<file path="src/rtl/mem_pkg.sv">
// mem_pkg -- shared definitions for the memory-access stage.
//   MEM_OP_*        : 3-bit load/store op encodings driven by execute
//   mem_state_e     : mem_stage handshake FSM states
//   DATA_W_DEF /
//   REG_ADDR_W_DEF  : default widths for the stage parameters
//   mem_is_store    : op is st_w / st_b
//   mem_misaligned  : op/address pair violates natural alignment
package mem_pkg;

    localparam int DATA_W_DEF     = 32;
    localparam int REG_ADDR_W_DEF = 5;

    localparam logic [2:0] MEM_OP_NONE  = 3'b000;
    localparam logic [2:0] MEM_OP_LD_W  = 3'b001;
    localparam logic [2:0] MEM_OP_LD_B  = 3'b010;
    localparam logic [2:0] MEM_OP_LD_BU = 3'b011;
    localparam logic [2:0] MEM_OP_LD_H  = 3'b100;
    localparam logic [2:0] MEM_OP_LD_HU = 3'b101;
    localparam logic [2:0] MEM_OP_ST_W  = 3'b110;
    localparam logic [2:0] MEM_OP_ST_B  = 3'b111;

    typedef enum logic [1:0] {
        S_IDLE = 2'd0,
        S_REQ  = 2'd1,
        S_WAIT = 2'd2,
        S_DROP = 2'd3
    } mem_state_e;

    function automatic logic mem_is_store(input logic [2:0] op);
        return (op == MEM_OP_ST_W) || (op == MEM_OP_ST_B);
    endfunction

    // Word ops need addr[1:0]==0, half ops need addr[0]==0; bytes never fault.
    function automatic logic mem_misaligned(input logic [2:0] op, input logic [1:0] a);
        logic bad;
        bad = 1'b0;
        case (op)
            MEM_OP_LD_W, MEM_OP_ST_W:  bad = (a != 2'b00);
            MEM_OP_LD_H, MEM_OP_LD_HU: bad = a[0];
            default:                   bad = 1'b0;
        endcase
        return bad;
    endfunction

endpackage

</file>
<file path="src/rtl/mem_stage_load_align.sv">
// load_align -- extracts and extends the loaded value from an SRAM word.
//   rdata   : raw data word returned by the SRAM
//   addr_lo : byte offset of the access within the word
//   op      : MEM_OP_* of the load
//   ld_val  : value to write back (0 for non-load ops)
module load_align
    import mem_pkg::*;
#(
    parameter int DATA_W = DATA_W_DEF
) (
    input  logic [DATA_W-1:0] rdata,
    input  logic [1:0]        addr_lo,
    input  logic [2:0]        op,
    output logic [DATA_W-1:0] ld_val
);

    logic [7:0]  byte_sel;
    logic [15:0] half_sel;

    always_comb begin
        byte_sel = rdata[{addr_lo, 3'b000} +: 8];
        half_sel = rdata[{addr_lo[1], 4'b0000} +: 16];
        ld_val   = '0;
        case (op)
            MEM_OP_LD_W:  ld_val = rdata;
            MEM_OP_LD_B:  ld_val = {{(DATA_W-8){byte_sel[7]}}, byte_sel};
            MEM_OP_LD_BU: ld_val = {{(DATA_W-8){1'b0}}, byte_sel};
            MEM_OP_LD_H:  ld_val = {{(DATA_W-16){half_sel[15]}}, half_sel};
            MEM_OP_LD_HU: ld_val = {{(DATA_W-16){1'b0}}, half_sel};
            default:      ld_val = '0;
        endcase
    end

endmodule

</file>
<file path="src/rtl/mem_stage.sv">
// mem_stage -- memory-access stage between execute and register writeback.
// Holds one instruction; memory ops walk IDLE->REQ->WAIT->IDLE over the
// data SRAM req/addr_ok/data_ok handshake, non-memory ops write back the
// cycle after accept. Flushed accesses already accepted by the SRAM drain
// through DROP so the late data_ok is swallowed.
//   clk, resetn           : clock, async active-low reset
//   flush                 : cancel the held instruction
//   ex_valid / ex_ready   : execute-side handshake
//   alu_result_i ..wreg_i : instruction payload from execute
//   data_sram_*           : data SRAM request / response
//   wb_*                  : one-cycle writeback packet
//   ale                   : alignment exception pulse
// Build option: MEM_STAGE_ALIGN_CHECK_EN -- trap misaligned word/half
// accesses instead of issuing them truncated.
module mem_stage
    import mem_pkg::*;
#(
    parameter int DATA_W     = DATA_W_DEF,
    parameter int REG_ADDR_W = REG_ADDR_W_DEF
) (
    input  logic                  clk,
    input  logic                  resetn,
    input  logic                  flush,
    input  logic                  ex_valid,
    output logic                  ex_ready,
    input  logic [DATA_W-1:0]     alu_result_i,
    input  logic [DATA_W-1:0]     store_data_i,
    input  logic [2:0]            mem_op_i,
    input  logic [REG_ADDR_W-1:0] wd_i,
    input  logic                  wreg_i,
    output logic                  data_sram_req,
    output logic                  data_sram_wr,
    output logic [DATA_W-1:0]     data_sram_addr,
    output logic [3:0]            data_sram_wstrb,
    output logic [DATA_W-1:0]     data_sram_wdata,
    input  logic                  data_sram_addr_ok,
    input  logic                  data_sram_data_ok,
    input  logic [DATA_W-1:0]     data_sram_rdata,
    output logic                  wb_valid,
    output logic [REG_ADDR_W-1:0] wb_wd,
    output logic                  wb_wreg,
    output logic [DATA_W-1:0]     wb_wdata,
    output logic                  ale
);

    typedef struct packed {
        logic [2:0]            op;
        logic [DATA_W-1:0]     addr;
        logic [DATA_W-1:0]     sdata;
        logic [REG_ADDR_W-1:0] wd;
        logic                  wreg;
    } held_t;

    mem_state_e        state, state_nxt;
    held_t             held;
    logic              accept, is_mem, misalign, mem_done, wb_valid_q;
    logic [DATA_W-1:0] ld_val;

    assign ex_ready = (state == S_IDLE);
    assign accept   = ex_valid && ex_ready && !flush;
    assign is_mem   = (mem_op_i != MEM_OP_NONE);

`ifdef MEM_STAGE_ALIGN_CHECK_EN
    logic ale_q;
    assign misalign = is_mem && mem_misaligned(mem_op_i, alu_result_i[1:0]);
    assign ale      = ale_q && !(flush && state == S_IDLE);
`else
    assign misalign = 1'b0;
    assign ale      = 1'b0;
`endif

    // A flush while IDLE cancels the packet produced by the previous accept.
    assign wb_valid = wb_valid_q && !(flush && state == S_IDLE);

    // mem_done: the held access completes and must write back.
    always_comb begin
        state_nxt = state;
        mem_done  = 1'b0;
        case (state)
            S_IDLE: if (accept && is_mem && !misalign) state_nxt = S_REQ;
            S_REQ: begin
                if (flush) begin
                    // Accepted-but-unanswered requests still owe a data_ok.
                    state_nxt = (data_sram_addr_ok && !data_sram_data_ok) ? S_DROP : S_IDLE;
                end else if (data_sram_addr_ok) begin
                    if (data_sram_data_ok) begin
                        state_nxt = S_IDLE;
                        mem_done  = 1'b1;
                    end else begin
                        state_nxt = S_WAIT;
                    end
                end
            end
            S_WAIT: begin
                if (data_sram_data_ok) begin
                    state_nxt = S_IDLE;
                    mem_done  = !flush;
                end else if (flush) begin
                    state_nxt = S_DROP;
                end
            end
            S_DROP: if (data_sram_data_ok) state_nxt = S_IDLE;
            default: state_nxt = S_IDLE;
        endcase
    end

    always_ff @(posedge clk or negedge resetn) begin
        if (!resetn) begin
            state      <= S_IDLE;
            held       <= '0;
            wb_valid_q <= 1'b0;
            wb_wd      <= '0;
            wb_wreg    <= 1'b0;
            wb_wdata   <= '0;
`ifdef MEM_STAGE_ALIGN_CHECK_EN
            ale_q      <= 1'b0;
`endif
        end else begin
            state      <= state_nxt;
            wb_valid_q <= 1'b0;
`ifdef MEM_STAGE_ALIGN_CHECK_EN
            ale_q      <= 1'b0;
`endif
            if (accept) begin
                held.op    <= mem_op_i;
                held.addr  <= alu_result_i;
                held.sdata <= store_data_i;
                held.wd    <= wd_i;
                held.wreg  <= wreg_i;
            end
            if (accept && (!is_mem || misalign)) begin
                wb_valid_q <= 1'b1;
                wb_wd      <= wd_i;
                wb_wreg    <= wreg_i && !misalign;
                wb_wdata   <= alu_result_i;
`ifdef MEM_STAGE_ALIGN_CHECK_EN
                ale_q      <= misalign;
`endif
            end else if (mem_done) begin
                wb_valid_q <= 1'b1;
                wb_wd      <= held.wd;
                wb_wreg    <= held.wreg && !mem_is_store(held.op);
                wb_wdata   <= ld_val;
            end
        end
    end

    load_align #(.DATA_W(DATA_W)) u_load_align (
        .rdata   (data_sram_rdata),
        .addr_lo (held.addr[1:0]),
        .op      (held.op),
        .ld_val  (ld_val)
    );

    // Request fields come only from held registers, so they stay stable in REQ.
    assign data_sram_req  = (state == S_REQ);
    assign data_sram_wr   = mem_is_store(held.op);
    assign data_sram_addr = {held.addr[DATA_W-1:2], 2'b00};

    always_comb begin
        data_sram_wstrb = 4'b0000;
        data_sram_wdata = '0;
        case (held.op)
            MEM_OP_ST_W: begin
                data_sram_wstrb = 4'b1111;
                data_sram_wdata = held.sdata;
            end
            MEM_OP_ST_B: begin
                data_sram_wstrb = 4'b0001 << held.addr[1:0];
                data_sram_wdata = {(DATA_W/8){held.sdata[7:0]}};
            end
            default: ;
        endcase
    end

endmodule

</file>
<file path="config.mk">
export PLATFORM = sky130hd
export DESIGN_NAME = mem_stage
export DESIGN_NICKNAME = d
export VERILOG_FILES = /design/src/rtl/mem_pkg.sv /design/src/rtl/mem_stage_load_align.sv /design/src/rtl/mem_stage.sv
export SDC_FILE = /design/constraint.sdc
export NUM_CORES = 1
export LEC_CHECK = 0
export CAP_MARGIN = 25
export CORE_MARGIN = 2
export CORE_UTILIZATION = 45
export CTS_BUF_LIST = sky130_fd_sc_hd__clkbuf_16
export DETAILED_ROUTE_END_ITERATION = 16
export PLACE_DENSITY = 0.82
export SKIP_CTS_REPAIR_TIMING = 1
export SYNTH_ARGS = -nofsm -noshare
export SYNTH_HDL_FRONTEND = slang
export SYNTH_HIERARCHICAL = 1
export SYNTH_SLANG_ARGS = --single-unit
</file>
<file path="constraint.sdc">
create_clock -name clk -period 1.85 [get_ports clk]
set_input_delay 0.2775 -clock clk [delete_from_list [all_inputs] [get_ports clk]]
set_output_delay 0.2775 -clock clk [all_outputs]
set_load 0.02 [all_outputs]
</file>
==> reports/results.tsv <==
metric	value	unit
status	finished with violations	
failing checks	negative setup slack	
Die Area	14500	sq um
CP max-delay cell	mux4_2	
register area share after synthesis	46.6	%
Syn Std Cell Area	6120	sq um
crit-path max cell delay	560	ps
FF-to-FF Start	held[39]	
row count	42	
drt first-iter violations	393	
Final period util	112	%
Pre-Repair DR Iteration Count	7	
Switching Power	6.97	mW
endpoints failing setup	27	
most used flip-flop cell after synthesis	dfrtp_1	
Layout area overhead	63.0	%
clock share of power	17.0	%
first-pass GRT wire length	28.2	mm
R2R Setup Slk	-220	ps
power share of the combinational group	56.7	%
Worst VDD drop	895	uV
total CTS buffers	17	
Slew Viols, Final	0	
Switching Fraction	39.5	%
Hold Slack	279	ps
routability cong.	0.907	
P_int	10.7	mW
Root Buffer	clkbuf_16	
number of diodes	0	
final worst setup slack	-222	ps
GR Util met1	31.0	%
RSZ-0062 raised after global routing	true	
Tot GR Track Use	25.3	%
post-synthesis cell type count	43	
final critical-path required period	2070	ps
HP Class	input pin to asynchronous set/reset pin	
CP max FO	7	
Mapped Cells	564	
clk_lat worst skew	420	ps
Longest Clk Path Bufs	2	
gr busiest metal	met2	
CTS Sinks	114	
dpl hpwl	13.6	mm
# Max-Cap Violations	0	
post-placement cell count	935	
Overflow after GRT	0	
Critical Path, Cell by Cell	buf_12 > mux4_2 > nand3_4 > buf_6 > o311ai_1 > mux2i_1 > o21ai_1	
part of the power in registers	26.2	%
CP Launch Type	flip-flop	
pin count of the biggest net entering global routing	52	
Ports	222	
DIE WIDTH	121	microns
Clock transition at path regs	50	ps
Crit Path Class	flip-flop to flip-flop	
CTS tree	done	
H-tree depth	4	
Worst EP required	2130	ps
Post-synth ARST share	100	%
number of synthesized flops with an enable pin	0	
met2 GRT Util	41.8	%
Power per Cell Area	1770	nW/um^2
Fillers	888	
Mapped Avg Cell Area	10.8	sq um
Post-Route Skew	8.38	ps
register bit total from synthesis	114	
routed vias	5620	
Initial Util	46.2	%
vias in the first global route	5326	
WL per Instance	21.7	microns
initial antenna violation count	0	
DRC	0	
IO Port Bufs	218	
Post-DRT Antenna Nets	0	
final cell count without fillers	992	
fmax	0.483	GHz
FF-to-FF End	wb_wdata[19]	
leak pwr	4.40	nW
Critical Path AT	2360	ps
post-DR vias/cell	5.67	
final hold vios	0	
Synth Warn #	6	
layout cell share with drive strength beyond 1	33.5	%
final wirelength	21.5	mm
Die Ht	121	microns
M3 GR Usage	6.23	%
end of the critical path	wb_wdata[19]	
CP startpoint	held[39]	
Core Region	13200	sq um
Layout Nets	921	
crit end category	flip-flop	
FF-to-FF path depth	7	
-- cells in the final DEF, fill, tap and decap left out, types with 6 or more instances in the layout --
master / instances
a221o_1: 7
dfrtp_1: 111
nand2_1: 44
o21ai_2: 6
buf_12: 14
buf_6: 18
clkbuf_16: 22
a21oi_1: 9
inv_1: 21
nor2_1: 6
a21oi_2: 18
nand2b_4: 15
buf_4: 54
o311ai_4: 6
clkdlybuf4s50_1: 177
and3_1: 8
mux2_1: 9
mux2i_1: 40
nand2b_1: 12
dlymetal6s2s_1: 12
mux2_2: 69
o21ai_1: 38
-- registers in the layout, summed over array words and instances (netlist names) --
name	flops
wb_wd	5
data_sram_addr	30
held	43
wb_wdata	32
wb_valid_q	1
state	2
wb_wreg	1
-- layout make-up --
cell class | count | area (sq um) | area share [%]
Clock buffer | 17 | 425 | 4.27
Clock inverter | 12 | 103 | 1.03
Inverter | 21 | 78.8 | 0.790
Multi-Input combinational cell | 362 | 3250 | 32.5
Sequential cell | 114 | 2860 | 28.6
Tap cell | 176 | 220 | 2.21
Timing Repair Buffer | 290 | 3040 | 30.5
-- synth_stat cells, types with 2 or more instances --
master	count	area [sq um]
mux2_2	69	777
a22oi_1	5	37.5
o21a_1	2	15.0
o21ai_0	20	100
a21oi_1	30	150
nand3b_1	2	15.0
a221o_1	7	70.1
nand2_1	51	191
nand3_2	2	20.0
clkbuf_1	15	56.3
dfrtp_1	114	2850
buf_6	3	33.8
mux2_1	9	101
nor2_1	8	30.0
inv_1	21	78.8
nor2b_1	5	31.3
and2_1	2	12.5
nand2b_1	27	169
o311ai_0	14	123
buf_4	46	345
mux2i_1	42	420
o311ai_1	2	17.5
nor3_1	2	10.0
o21ai_1	29	145
and3_1	8	50.1
a2bb2oi_1	5	43.8
ha_1	4	50.1
buf_2	5	25.0
-- logic make-up (layout without fill, tap and decap cells) --
group,Yosys count,count (layout),share of synthesized area [%]
adder cells (fa/ha/maj),4,4,0.818
AO/OA/AOI/OAI,119,119,12.2
flip-flops,114,114,46.6
other,1,3,0.0613
AND/OR/NAND/NOR,113,114,9.43
multiplexers,122,122,21.8
buffers and inverters,91,340,9.06
-- how the worst min path moves through the flow --
stage | to | cells after the start | from
floorplan | data_sram_addr[10] | 0 | resetn
detailed placement | wb_wdata[10] | 1 | resetn
CTS | data_sram_addr[11] | 1 | resetn
global route | wb_wdata[10] | 2 | resetn
finish | wb_wdata[10] | 2 | resetn
global placement | data_sram_addr[12] | 1 | resetn
-- power groups by stage --
| stage | logic, mW | registers [mW] | clock network (mW) |
|---|---|---|---|
| global route | 10.5 | 4.78 | 3.17 |
| floorplan | 4.57 | 4.76 | 0 |
| finish | 10.0 | 4.64 | 3.01 |
| global placement | 8.03 | 4.39 | 0 |
| detailed placement | 8.22 | 4.46 | 0 |
| CTS | 8.28 | 4.45 | 3.03 |
-- per-stage QoR --
| stage | utilization, % | cell area, sq um | setup TNS, ps | setup slack, ps | power, mW |
|---|---|---|---|---|---|
| after floorplan | - | 6120 | 0 | 11.5 | 9.33 |
| after global placement | 64.6 | 8550 | -3520 | -95.7 | 12.4 |
| after detailed placement | 64.6 | 8550 | -5300 | -211 | 12.7 |
| after CTS | 68.5 | 9080 | -17920 | -569 | 15.8 |
| after global routing | 75.3 | 9970 | -3840 | -236 | 18.4 |
| final | 75.3 | 9970 | -1820 | -222 | 17.7 |
-- layer usage --
layer  vias up  share of wire, %
met4         0               4.9
met2       273                49
met3        85               6.2
met5         -                 0
met1      2808                39
li1       2454                 -
-- critical path: cells and delay by family (launching register included) --
family / cells / cell delay (ps)
buffers and inverters: 2 / 290
AOI/OAI and AO/OA: 2 / 270
muxes: 2 / 810
DFF: 1 / 410
and+or+nand+nor: 1 / 170
Note: power is estimated with default switching activity, not from simulation.
